**src/rtl/alu_seq.sv**
```systemverilog
// alu_seq: registered valid/ready ALU with flags and a multi-cycle shift-add multiplier
module alu_seq #(
    parameter int WIDTH = 8,
    localparam int SHW = $clog2(WIDTH)
) (
    input  logic             clk,
    input  logic             rst_n,
    input  logic             in_valid,
    output logic             in_ready,
    input  logic [WIDTH-1:0] in_a,
    input  logic [WIDTH-1:0] in_b,
    input  logic [3:0]       opcode,
    output logic             out_valid,
    input  logic             out_ready,
    output logic [WIDTH-1:0] alu_out,
    output logic             flag_z,
    output logic             flag_c,
    output logic             flag_n,
    output logic             flag_v,
    output logic             a_is_zero,
    output logic             busy
);
    typedef enum logic [1:0] {IDLE, MUL_BUSY, DONE} state_t;
    state_t state, state_n;
    logic accept, is_mul, last;
    logic [SHW-1:0] sh, m_cnt;
    logic [WIDTH:0] sum, dif, shl, shr;
    logic [WIDTH-1:0] res, flag_res, m_acc, m_cand, m_plier, m_step;
    logic c_n, v_n, add_v, sub_v;

    assign a_is_zero = ~|in_a;
    assign busy      = state == MUL_BUSY;
    assign out_valid = state == DONE;
    assign in_ready  = (state == IDLE) | (out_valid & out_ready);
    assign accept    = in_valid & in_ready;
    assign is_mul    = opcode == 4'hD;
    assign last      = m_cnt == SHW'(WIDTH - 1);

    assign sh    = in_b[SHW-1:0];
    assign sum   = {1'b0, in_a} + {1'b0, in_b} + (WIDTH+1)'(opcode == 4'hC && flag_c);
    // carry-out of A + ~B + 1 is the no-borrow flag
    assign dif   = {1'b0, in_a} + {1'b0, ~in_b} + (WIDTH+1)'(1);
    assign shl   = {1'b0, in_a} << sh;
    assign shr   = {in_a, 1'b0} >> sh;
    assign add_v = (in_a[WIDTH-1] == in_b[WIDTH-1]) & (sum[WIDTH-1] != in_a[WIDTH-1]);
    assign sub_v = (in_a[WIDTH-1] != in_b[WIDTH-1]) & (dif[WIDTH-1] != in_a[WIDTH-1]);
    assign flag_res = opcode == 4'hE ? dif[WIDTH-1:0] : res;
    assign m_step   = m_acc + (m_plier[0] ? m_cand : '0);

    always_comb begin
        res = in_a;
        c_n = flag_c;
        v_n = 1'b0;
        case (opcode)
            4'h2, 4'hC: begin res = sum[WIDTH-1:0]; c_n = sum[WIDTH]; v_n = add_v; end
            4'h3: res = in_a & in_b;
            4'h4: res = in_a ^ in_b;
            4'h5: res = in_b;
            4'h8: begin res = dif[WIDTH-1:0]; c_n = dif[WIDTH]; v_n = sub_v; end
            4'h9: res = in_a | in_b;
            4'hA: begin res = shl[WIDTH-1:0]; c_n = shl[WIDTH]; end
            4'hB: begin res = shr[WIDTH:1]; c_n = shr[0]; end
            4'hE: begin c_n = dif[WIDTH]; v_n = sub_v; end
            default: ;
        endcase
    end

    always_comb begin
        state_n = state;
        if (accept)
            state_n = is_mul ? MUL_BUSY : DONE;
        else if (busy && last)
            state_n = DONE;
        else if (out_valid && out_ready)
            state_n = IDLE;
    end

    always_ff @(posedge clk) begin
        if (!rst_n)
            state <= IDLE;
        else
            state <= state_n;
    end

    always_ff @(posedge clk) begin
        if (!rst_n) begin
            alu_out <= '0;
            {flag_z, flag_c, flag_n, flag_v} <= '0;
            {m_acc, m_cand, m_plier} <= '0;
            m_cnt <= '0;
        end else if (accept && is_mul) begin
            m_acc   <= '0;
            m_cand  <= in_a;
            m_plier <= in_b;
            m_cnt   <= '0;
        end else if (accept) begin
            alu_out <= res;
            flag_z  <= ~|flag_res;
            flag_n  <= flag_res[WIDTH-1];
            flag_c  <= c_n;
            flag_v  <= v_n;
        end else if (busy) begin
            m_acc   <= m_step;
            m_cand  <= m_cand << 1;
            m_plier <= m_plier >> 1;
            m_cnt   <= m_cnt + 1'b1;
            if (last) begin
                alu_out <= m_step;
                flag_z  <= ~|m_step;
                flag_n  <= m_step[WIDTH-1];
                flag_c  <= 1'b0;
                flag_v  <= 1'b0;
            end
        end
    end
endmodule

```
**config.mk**
```make
export PLATFORM = sky130hd
export DESIGN_NAME = alu_seq
export DESIGN_NICKNAME = d
export VERILOG_FILES = /design/src/rtl/alu_seq.sv
export SDC_FILE = /design/constraint.sdc
export NUM_CORES = 1
export LEC_CHECK = 0
export CAP_MARGIN = 5
export CORE_ASPECT_RATIO = 0.9
export CORE_UTILIZATION = 45
export CTS_CLUSTER_DIAMETER = 200
export DETAILED_ROUTE_END_ITERATION = 8
export GPL_TIMING_DRIVEN = 0
export PLACE_DENSITY = 0.63
export SYNTH_ARGS = -nofsm -noshare
export SYNTH_HDL_FRONTEND = slang
export SYNTH_SLANG_ARGS = --single-unit
export TNS_END_PERCENT = 20
```
**constraint.sdc**
```tcl
create_clock -name clk -period 4.23 [get_ports clk]
set_input_delay 0.423 -clock clk [delete_from_list [all_inputs] [get_ports clk]]
set_output_delay 0.423 -clock clk [all_outputs]
set_load 0.02 [all_outputs]
```
==> results_dict.tcl <==
set metrics [dict create \
    yosysTopAreaCell "dfxtp_1" \
    skew_ps 5.51 \
    critPathSlowestCell "clkdlybuf4s50_1" \
    grt_overflow 0 \
    power_density_nw_per_um2 223 \
    worst_slew_pin_slew_ps 1040 \
    drcViolationCount 0 \
    grt_max_degree 13 \
    ant_nets 0 \
    status "complete, no violations" \
    die_w_um 106 \
    synthTopCellsByCount "nand2_1, nor2_1, dfxtp_1" \
    synth_cell_type_count 71 \
    cp-end-kind "flip-flop" \
    synth_warnings 0 \
    stdcell_area_um2 5030 \
    cp_max_fo 10 \
    core-area_um2 9290 \
    ys_ff_latch 41 \
    diodes 0 \
    fmax_mhz 248 \
    synth.most_common_cell "nand2_1" \
    wl_mm 16.1 \
    die_area_um2 10100 \
    crit_buf_inv 3 \
    fin_cells 746 \
    vias 4752 \
    clock_insertion_delay_worst_skew_ps 290 \
    clk_pin_slew_ps 80 \
    max_cap_violations 0 \
    viasPerCell 6.37 \
    worstSetupPathType "in2reg" \
    start_util_pct 47.2 \
    place_inst 738 \
    min_period_ps 4030 \
    grt_pass1_vias 4330 \
    synthTopCellsByArea "dfxtp_1, ha_1, nand2_1" \
    cts_sinks 41 \
    setup-violations-final 0 \
    slowest_delay_ps 530 \
    critical_path.top_delay_family "compound AO/OA/AOI/OAI gates" \
    slew_headroom_pct 29.4 \
    slew_viol_final 0 \
    syn_to_final_growth_pct 14.7 \
    cp.required_ps 4450 \
    syn-cell-area_um2 4380 \
    cts_tree "done" \
    syn_nets 640 \
    ioPinCount 40 \
    path_cells "clkdlybuf4s50_1 -> buf_2 -> inv_1 -> nor2_2 -> nand3_1 -> fa_1 -> fa_1 -> nor2b_1 -> a2bb2oi_1 -> o221a_2 -> o2111ai_1 -> a2111oi_2 -> a31oi_1 -> o2bb2ai_1" \
    gp_congestion 1.03 \
    yosys.area.top_type_share_pct 18.7 \
    synth-edff-count 0 \
    synth_area_per_cell_um2 7.58 \
    clockBufferDepth 2 \
    worst_path_most_repeated_cell "fa_1" \
    vdd.ir_drop.worst_mv 0.169 \
    wl_per_cell_um 21.6 \
    start_kind "input port" \
    fin_setup_tns_ps 0 \
    ys_seq_area_share_pct 18.7 \
    drive_gt1_share_pct 6.09 \
    synth_cells 578 \
    rsz0062_at_grt "no" \
    drtIter0Drc 398 \
    hp-class "reg2reg" \
    fin_nets 685 \
    cp.arrival_ps 4250 \
    root_buffer "clkbuf_8" \
    grt_pass1_wl_mm 24.3 \
    p_total_w 0.00112 \
    post_dp_cell_area_um2 4910 \
    post-cts-setup-buffer-count 0 \
    portBuffers 38 \
    numCtsBuffers 5 \
    ys.flop_type "dfxtp_1" \
    dr.pass1.iters 5 \
    num_rows 33 \
    track_usage_pct 31.9 \
    htree_num_levels 2 \
    dp_hpwl_mm 12.8 \
    antenna_found_initial 0 \
    p_leak_nw 2.04 \
    period_share_pct 95.3 \
    die_height_um 95.6 \
    reg2reg_setup_slack_ps 1080 \
    report.final.hold_viol_count 0 \
    synth-async-reset-ratio_pct 0 \
]
## path summary, 6_finish.rpt
kind	to	depth (start not counted)	start
setup / recovery	flag_z	14	opcode[3]
hold / removal	alu_out[3]	2	alu_out[3]
setup reg to reg	flag_z	10	flag_c
hold reg to reg	alu_out[3]	2	alu_out[3]
## power breakdown
part	switching, W	leakage, nW	internal [W]	total (W)
registers	0.00000856	0.333	0.000399	0.000407
clock network	0.000134	0.0542	0.000148	0.000282
logic	0.000263	1.65	0.000168	0.000431
## worst reg2reg max path, delay by kind of cell (launching register included)
kind	cells	cell delay, ps
AOI/OAI and AO/OA	6	1470
adders and majority gates	2	900
DFF	1	380
and+or+nand+nor	2	330
## final cells by class
cell class	instances	area, um^2
plain buffers	37	163
clock buffers	7	96.3
clock inverters	1	5.00
fillers	926	4260
inverters	31	116
multi-input cells	469	3290
flip-flops and latches	41	821
well taps	122	153
repair buffers	38	380
## kinds of logic after synthesis
group                      synth area share (%)
and+or+nand+nor                            24.4
AOI/OAI and AO/OA                          29.8
buffers and inverters                      6.37
DFF                                        18.7
adders and majority gates                  11.5
muxes                                      6.17
xor gates and xnor gates                   3.00
## metal layers
metal	GRT usage, %	routed length (um)
met4	4.75	239
met3	11.4	1710
met5	0	0
met1	44.7	7520
met2	47.6	6610
## registers in the layout (all words and copies together) (netlist names)
name     cells
alu_out      8
m_acc        8
flag_c       1
flag_z       1
m_plier      8
m_cand       8
flag_v       1
flag_n       1
m_cnt        3
state        2
## cells in the final DEF (no fill, tap or decap), types with 10 or more instances in the layout
cell and instances:
a21boi_0 13, nand2_1 75, clkbuf_1 23, o21ai_0 17, inv_1 29, a211oi_1 11, and2_1 11, ha_1 34
xnor2_1 10, nand3_1 19, clkdlybuf4s50_1 38, a21oi_1 31, buf_2 13, nor2_1 47, mux2i_1 12, nor2b_1 14
nand2b_1 11, dfxtp_1 41, a22oi_1 15
## what timing repair did
action,in CTS,in global routing
endpoints found under the setup margin,0,2
endpoints found under the hold margin,0,0
gates resized for setup,0,2
hold buffers,0,0
## per-stage QoR
| stage | hold WS, ps | util (%) | setup WS [ps] |
|---|---|---|---|
| final | 455 | 54.1 | 197 |
| after global routing | 496 | 54.1 | 13.2 |
| after CTS | 458 | 54.0 | 174 |
| after floorplan | 440 | - | 1110 |
| after detailed placement | 447 | 52.9 | -110 |
| after global placement | 444 | 52.9 | -97.0 |
Power figures use the tool's default switching activity.
